`src/rtl/alu_arb_ctrl.sv`:
```
// Round-robin front end that shares one combinational ALU between two requesters.
// One operation in flight: IDLE accepts, EXEC captures the ALU result, RESP returns it.
module alu_arb_ctrl #(
  parameter int DW  = 32,
  parameter int OPW = 4
) (
  input  logic           clk,
  input  logic           rst,
  input  logic           req0_valid,
  output logic           req0_ready,
  input  logic [OPW-1:0] req0_op,
  input  logic [DW-1:0]  req0_a,
  input  logic [DW-1:0]  req0_b,
  input  logic           req1_valid,
  output logic           req1_ready,
  input  logic [OPW-1:0] req1_op,
  input  logic [DW-1:0]  req1_a,
  input  logic [DW-1:0]  req1_b,
  output logic           rsp0_valid,
  input  logic           rsp0_ready,
  output logic           rsp1_valid,
  input  logic           rsp1_ready,
  output logic [DW-1:0]  rsp_data,
  output logic           rsp_err,
  output logic [DW-1:0]  alu_a,
  output logic [DW-1:0]  alu_b,
  output logic [OPW-1:0] alu_op,
  input  logic [DW-1:0]  alu_result,
  output logic           busy
);

  typedef enum logic [1:0] {
    IDLE = 2'd0,
    EXEC = 2'd1,
    RESP = 2'd2
  } state_t;

  state_t         state, state_nxt;
  logic           prio;   // 1: req1 wins a tie
  logic           owner;
  logic           err;
  logic           gnt;
  logic           accept;
  logic           rsp_hs;
  logic [OPW-1:0] sel_op;

  // Opcodes 0101 and 11xx have no ALU function behind them.
  function automatic logic is_bad_op(input logic [OPW-1:0] op);
    return (op == 4'b0101) || (op[3:2] == 2'b11);
  endfunction

  // Tie goes to the prio holder; a lone requester always wins.
  assign gnt    = (req0_valid && req1_valid) ? prio : req1_valid;
  assign accept = (state == IDLE) && (req0_valid || req1_valid);
  assign sel_op = gnt ? req1_op : req0_op;
  assign rsp_hs = owner ? rsp1_ready : rsp0_ready;

  assign req0_ready = (state == IDLE) && req0_valid && !gnt;
  assign req1_ready = (state == IDLE) && req1_valid &&  gnt;
  assign rsp0_valid = (state == RESP) && !owner;
  assign rsp1_valid = (state == RESP) &&  owner;
  assign busy       = (state != IDLE);

  // NOTE: every signal written here gets a default first so no latch is inferred.
  always_comb begin
    state_nxt = state;
    case (state)
      IDLE:    if (accept) state_nxt = EXEC;
      EXEC:    state_nxt = RESP;
      RESP:    if (rsp_hs) state_nxt = IDLE;
      default: state_nxt = IDLE;
    endcase
  end

  // NOTE: sequential state uses non-blocking assignments so all flops update together.
  always_ff @(posedge clk) begin
    if (rst) begin
      state    <= IDLE;
      prio     <= 1'b0;
      owner    <= 1'b0;
      err      <= 1'b0;
      alu_a    <= '0;
      alu_b    <= '0;
      alu_op   <= '0;
      rsp_data <= '0;
      rsp_err  <= 1'b0;
    end else begin
      state <= state_nxt;
      if (accept) begin
        alu_op <= sel_op;
        alu_a  <= gnt ? req1_a : req0_a;
        alu_b  <= gnt ? req1_b : req0_b;
        owner  <= gnt;
        err    <= is_bad_op(sel_op);
      end
      if (state == EXEC) begin
        rsp_data <= err ? '0 : alu_result;
        rsp_err  <= err;
      end
      if ((state == RESP) && rsp_hs)
        prio <= ~owner;
    end
  end

endmodule

```
`config.mk`:
```
export PLATFORM = sky130hd
export DESIGN_NAME = alu_arb_ctrl
export DESIGN_NICKNAME = d
export VERILOG_FILES = /design/src/rtl/alu_arb_ctrl.sv
export SDC_FILE = /design/constraint.sdc
export NUM_CORES = 1
export LEC_CHECK = 0
export CAP_MARGIN = 20
export CORE_MARGIN = 2
export CORE_UTILIZATION = 39
export DETAILED_ROUTE_END_ITERATION = 16
export HOLD_SLACK_MARGIN = 0.03
export PLACE_DENSITY = 0.91
export SYNTH_ARGS = -nofsm -noshare
export SYNTH_HDL_FRONTEND = slang
export SYNTH_SLANG_ARGS = --single-unit
```
`constraint.sdc`:
```
create_clock -name clk -period 1.65 [get_ports clk]
set_input_delay 0.165 -clock clk [delete_from_list [all_inputs] [get_ports clk]]
set_output_delay 0.165 -clock clk [all_outputs]
set_load 0.02 [all_outputs]
```
# == After elaboration in Yosys (flattened, before gate mapping) ==
# Index checks and enable logic that the tools add are counted.
# word_totals
output_inout_bits,106
input_bits,174
register_bits,106
# op_classes
eq_ne,6
reduce_logical,16
bitwise_logic,1
n_mux,9
# ops
cell,count
$mux W32,3
$logic_and A1 B1 Y1,9
$pmux W2 S3,1
$eq A2 B2 Y1 const B,2
$eq A4 B3 Y1 const B,1
$mux W2,2
$mux W4,1
$ne A2 B2 Y1 const B,2
$eq A2 B1 Y1 const B,1
$logic_not A1 Y1,2
$logic_not A2 Y1,1
$logic_or A1 B1 Y1,2
$mux W1,2
$reduce_and A2 Y1,1
$reduce_bool A2 Y1,1
$not A1 Y1,1

# == Depth between registers and ports, before layout ==
# Gate-level depths: netlist (run 1).
# depth
word_depth,5
mapped_depth,6

# == Worst setup path before layout (run 1) ==
# OpenSTA, ideal clock, no wires.
# synth_timing
path_kind,register to output
start,register state[1]
end,output port req0_ready
stages_incl_launch_ff,5
required_ps,1485
n_path_buf,1
arrival_ps,1158
setup_slack_ps,327
path_cell_list,dfxtp_1 -> nor2_4 -> buf_2 -> nand2_1 -> a21oi_1
# synth_via
elab_chain_cells,3
# synth_rtl
item,line_no,source
"start, declared",38,"state_t state, state_nxt;"
"start signal, assigned",88,state <= state_nxt;
$logic_not A2 Y1,58,assign req0_ready = (state == IDLE) && req0_valid && !gnt;
$logic_and A1 B1 Y1 (2 in a row),58,
"end, declared",10,"output logic req0_ready,"
# No other way between the ends.

# == Worst setup path after layout (run 1) ==
# layout_timing
start,register state[1]
end,output port rsp1_valid
# layout_via
elab_chain_cells,2
# layout_rtl
item,line_no,source
$eq A2 B2 Y1,61,assign rsp1_valid = (state == RESP) && owner;
$logic_and A1 B1 Y1,61,
"end, declared",21,"output logic rsp1_valid,"
# No other way between the ends.

==> out/metrics.cfg, run 1 <==
[outcome]
status = complete, no violations

[route]
route.antenna.remaining_nets = 0
first_iter_violations = 398
first_pass_iters = 5
drt-vias-per-instance = 5.69
vias = 5726
wl_per_cell_um = 17.7
drc = 0
drt-total-wl_um = 17800

[synth]
synthArstFlopShare = 0
ys_ff_latch = 106
synth_top_area_cell = dfxtp_1
synth-main-ff-cell = dfxtp_1
synth_compound_area_frac = 0.319
synth_xor_area_frac = 0
synth_area_um2 = 4920
ys_types = 27
yosysWarnings = 0
yosys-top-cells-area = dfxtp_1 43%, a21oi_1 11%, a311oi_1 10%
synth_top_area_frac = 0.431
syn-num-nets = 759
synthMuxAreaShare = 0.00203
synth_top_family_by_area = compound AO/OA/AOI/OAI gates
ys_seq_area_frac = 0.431
syn_avg_cell_area_um2 = 8.41
synth_edf_count = 0
syn_inst = 585
synthAdderAreaFrac = 0
synthSimpleGateAreaFrac = 0.170

[final_layout]
nNetsFinal = 1003
nFillCells = 1021
n_antenna_cell = 0
syn2layout_area_growth_pct = 66.1
postLayoutCellArea_um2 = 8180
drive_gt1_frac = 0.0779
layout.cells.most_common = clkdlybuf4s50_1
final_cell_mix = 272 x clkdlybuf4s50_1, 106 x a21oi_1, 106 x dfxtp_1
fin_util = 0.656

[setup_path]
r2r-end = alu_b[11]
reg2reg_slack_ns = 0.16
max_stage_delay_ns = 0.38
crit_type = register to primary output
cp-start-kind = register
reg2reg_depth = 4
critPathArrivalTime_ns = 1.41
cp-end-kind = primary output
critPathMaxFanout = 7
crit_slowest_cell = dfxtp_1
r2r_start = state[1]
crit_chain = buf_4 -> and3b_1 -> dlygate4sd2_1
cp_data_required_time_ns = 1.48

[sta]
fin_skew_ns = 0.00622
fin_crit_sh = 0.956
finalSetupViolCount = 0
rsz0062_at_grt = no
finalMaxSlewViolations = 0
final.setup.tns_ns = 0
hold_viol_final = 0
worst_slew_pin_slew_ns = 0.489
fin_crit_ns = 1.58
fmax_mhz = 634
relSlewSlack = 0.674

[power]
ir_drop_mv = 0.490
p_per_area_nw_per_um2 = 934
power_mw = 7.64
power_leakage_nw = 2.81

[min_path]
min_path_cells = 2
hold_path.startpoint = rst
worstHoldEndpoint = alu_b[27]
min_path_type = input port to register

[global_routing]
grt_start_max_net_pins = 44
overflow = 0
grt_pass1_wl_um = 26600
grt_pass1_vias = 5346
gr-usage-all-layers = 0.250
antenna_found_initial = 0

[place]
io_buffer_count = 279
dp_hpwl_um = 12400
placed_cell_area_um2 = 7910
place.gp.congestion = 0.787

[floorplan]
die_h_um = 116
initial_core_util = 0.395
rows = 41
die_width_um = 116
core_um2 = 12500
die_area_um2 = 13500
io_pins = 280

[clock_tree]
cts_made_buffers = 9
htreeDepth = 3
root_buffer = clkbuf_16
clockBufferDepth = 2
cts_setup_buffers = 0
path_clk_slew_ns = 0.07
cts_resized = 6
cts_tree = yes
worstSkewPairLatency_ns = 0.35
cts.sinks = 106
holdBufCountCts = 0

[flow_run]
drv_cap = 0

metal layers:
metal	track usage	routed length (um)	vias up	share of wire
li1	-	-	2682	-
met1	0.299	7070	2674	0.40
met2	0.420	8450	317	0.48
met3	0.0643	1630	53	0.092
met4	0.118	624	0	0.035
met5	0	0	-	0
worst max-delay path, delay by kind of cell (launching register included):
kind	cells	cell delay, ns
buffers and inverters	2	0.54
DFF	1	0.38
and+or+nand+nor	1	0.14
flip-flops by register name, indices dropped and copies added, names as in the netlist:
| register | flops |
|---|---|
| alu_b | 32 |
| alu_op | 4 |
| owner | 1 |
| prio | 1 |
| state | 2 |
| err | 1 |
| rsp_err | 1 |
| alu_a | 32 |
| rsp_data | 32 |
Yosys cell counts, types with 2 or more instances:
library cell and n:
clkbuf_1 31, buf_4 10, o21ai_1 9, nand3_1 69, buf_6 2, dfxtp_1 106, and3b_1 2, a311oi_1 59
o21ai_0 60, nor2_1 2, nand2_1 36, a21oi_1 106, nand2b_1 2, a311oi_2 10, nand3b_1 34, inv_2 2
buf_2 32, nor2_4 2, nor2b_1 3
cell type report:
type | count | area [um2] | share of cell area
inverters | 3 | 11.3 | 0.00138
flip-flops and latches | 106 | 2120 | 0.259
clock buffers | 13 | 260 | 0.0318
multi-input cells | 401 | 2420 | 0.296
repair buffers | 308 | 3130 | 0.382
clock inverters | 3 | 22.5 | 0.00275
well taps | 172 | 215 | 0.0263
power breakdown:
group | leakage (nW) | internal, mW | switching [mW]
registers | 0.875 | 2.84 | 0.148
logic | 1.80 | 1.27 | 1.31
clock network | 0.140 | 1.12 | 0.960
total | 2.81 | 5.23 | 2.41
how the worst max path moves through the flow:
| stage | startpoint | end | slack, ns | cells after the start |
|---|---|---|---|---|
| 3_5_place_dp | req0_valid | req0_ready | -0.29 | 5 |
| 3_3_place_gp | req0_valid | req0_ready | -0.29 | 5 |
| 6_report | state[1] | rsp1_valid | 0.07 | 3 |
| 2_1_floorplan | state[1] | req0_ready | 0.33 | 4 |
| 4_1_cts | state[1] | rsp0_valid | 0.007 | 3 |
| 5_1_grt | req0_valid | req1_ready | 0.002 | 6 |
logic make-up after synthesis:
logic type | after synthesis
and+or+nand+nor | 153
muxes | 1
DFF | 106
buffers and inverters | 78
AOI/OAI and AO/OA | 247
metrics by stage:
stage	instances	hold slack, ns	setup slack (ns)
final	1006	0.233	0.0728
after global placement	990	0.437	-0.287
after global routing	1006	0.258	0.00234
after CTS	1006	0.227	0.00726
after floorplan	585	0.329	0.327
after detailed placement	990	0.443	-0.285
(Power assumes the default switching activity.)
==> inputs of run 2 (changes only) <==
--- a/config.mk
+++ b/config.mk
@@ -6,11 +6,13 @@
 export NUM_CORES = 1
 export LEC_CHECK = 0
 export CAP_MARGIN = 20
+export CORE_ASPECT_RATIO = 0.7
 export CORE_MARGIN = 2
 export CORE_UTILIZATION = 39
 export DETAILED_ROUTE_END_ITERATION = 16
 export HOLD_SLACK_MARGIN = 0.03
 export PLACE_DENSITY = 0.91
+export RECOVER_POWER = 25
 export SYNTH_ARGS = -nofsm -noshare
 export SYNTH_HDL_FRONTEND = slang
 export SYNTH_SLANG_ARGS = --single-unit
==> out/metrics.cfg, run 2 (synthesized netlist as in run 1, its figures left out) <==
[sta]
finalSetupViolCount = 0  ; unchanged
fin_ws_ns = 0.0666  ; -0.00619 ns
fmax_mhz = 632  ; -0.39%
hold-worst-slack_ns = 0.245  ; +0.0120 ns
relSlewSlack = 0.732  ; +0.0584
fin_skew_ns = 0.0104  ; +0.00417 ns
fin_crit_ns = 1.58  ; +0.00619 ns
finalMaxSlewViolations = 0  ; unchanged
hold_viol_final = 0  ; unchanged
fin_crit_sh = 0.960  ; +0.00375
rsz0062_at_grt = no
worst_slew_pin_slew_ns = 0.401  ; -0.0876 ns
final.setup.tns_ns = 0  ; unchanged

[final_layout]
n_antenna_cell = 0  ; unchanged
syn2layout_area_growth_pct = 66.1  ; unchanged
fin_util = 0.661  ; +0.00457
drive_gt1_frac = 0.0757  ; -0.00222
top_regs = alu_a: 32 flops, alu_b: 32 flops, rsp_data: 32 flops
layout.cells.most_common = clkdlybuf4s50_1
nNetsFinal = 1001  ; -0.20%
multi_input_area_um2 = 2420  ; -0.10%
nFillCells = 1017  ; -0.39%
seqCellArea_um2 = 2120  ; about the same
final_cell_mix = 271 x clkdlybuf4s50_1, 106 x a21oi_1, 105 x dfxtp_1

[route]
route.antenna.remaining_nets = 0  ; unchanged
drt-vias-per-instance = 5.73  ; +0.61%
top_layer = met4
vias = 5692  ; -0.59%
first_pass_iters = 5  ; unchanged
wl_met3_um = 1610  ; -0.98%
wl_met1_um = 7650  ; +8.2%
met2RoutedLength_um = 8620  ; +2.1%
wl_per_cell_um = 18.3  ; +3.5%
drt-total-wl_um = 18200  ; +2.3%
drc = 0  ; unchanged
first_iter_violations = 315  ; -21%

[global_routing]
grt_pass1_wl_um = 28700  ; +7.7%
grt_pass1_vias = 5520  ; +3.3%
overflow = 0  ; unchanged
gr-usage-all-layers = 0.258  ; +0.00831
antenna_found_initial = 0  ; unchanged
grt_start_max_net_pins = 63  ; +43%

[clock_tree]
path_clk_slew_ns = 0.08  ; about the same
worstSkewPairLatency_ns = 0.34  ; about the same
root_buffer = clkbuf_16
htreeDepth = 3  ; unchanged
clockBufferDepth = 2  ; unchanged
cts_tree = yes
cts.sinks = 106  ; unchanged
cts_made_buffers = 9  ; unchanged

[floorplan]
die_area_um2 = 13600  ; +0.10%
rows = 34  ; -17%
die_h_um = 98.0  ; -16%
io_pins = 280  ; unchanged
core_um2 = 12400  ; -0.69%
initial_core_util = 0.398  ; +0.00275
die_width_um = 138  ; +19%

[setup_path]
critPathArrivalTime_ns = 1.42  ; about the same
critPathMaxFanout = 6  ; -1
crit_type = register to primary output
cp-start-kind = register
cp_data_required_time_ns = 1.48  ; about the same
crit_chain = buf_4 -> and3b_1 -> dlygate4sd2_1
crit_slowest_cell = dfxtp_1
max_stage_delay_ns = 0.42  ; +0.04 ns
cp-end-kind = primary output
reg2reg_slack_ns = 0.16  ; about the same

[flow_run]
drv_cap = 0  ; unchanged

[place]
place.gp.congestion = 0.801  ; +1.8%
dp_hpwl_um = 12400  ; +0.45%
pre_cts_ws_ns = -0.170  ; +0.115 ns
io_buffer_count = 279  ; unchanged

[outcome]
status = complete, no violations

[power]
ir_drop_mv = 0.614  ; +25%
p_per_area_nw_per_um2 = 966  ; +3.4%
power_leakage_nw = 2.81  ; about the same

[min_path]
min_path_type = input port to register

## run 2: changes by cell type in the layout (fill, tap and decap cells not counted), moves of 2 or more
cell,change
clkbuf_4,+2
inv_6,+2
clkbuf_8,-2
buf_4,-4
bufinv_16,+2
## run 2: per-stage QoR
step           instance area (um2)  power [mW]  cells
2_1_floorplan                 4920        4.33    585
6_report                      8180        7.90    994
3_3_place_gp                  7890        5.58    977
3_5_place_dp                  7890        5.62    977
5_1_grt                       8180        8.27    994
4_1_cts                       8200        7.96    993
## run 2: cell type report
class | instances | area share
clock buffer | 10 | 0.0280
clock inverter | 6 | 0.0115
inverter | 3 | 0.00138
multi-input combinational | 401 | 0.296
sequential | 106 | 0.260
tap | 162 | 0.0248
timing repair buffer | 306 | 0.379
## run 2: per-layer routing
metal | up-vias | GRT usage
met5 | - | 0
met2 | 262 | 0.431
met3 | 28 | 0.0834
met4 | 0 | 0.0714
li1 | 2680 | -
met1 | 2722 | 0.323
## run 2: worst max-delay path, delay by kind of cell (launching register included)
family	cells	cell delay (ns)
buffers and inverters	2	0.48
AND/OR/NAND/NOR	1	0.18
flip-flops	1	0.42
## run 2: worst paths after layout
check / start / end / cells past startpoint
setup / recovery: state[0] / rsp1_valid / 3
hold / removal: rst / rsp_data[25] / 2
setup reg to reg: state[0] / rsp_data[18] / 5
hold reg to reg: rsp_data[0] / rsp_data[0] / 2
## run 2: power breakdown
group,internal [mW],switching (mW)
registers,2.84,0.150
logic,1.27,1.30
clock network,1.35,1.00
total,5.45,2.45
## run 2: what timing repair did
action | 4_1_cts | 5_1_grt
pin swaps | 0 | 1
hold buffers | 0 | 0
resized for setup | 6 | 2
setup endpoints to repair | 5 | 3
setup buffers | 0 | 1
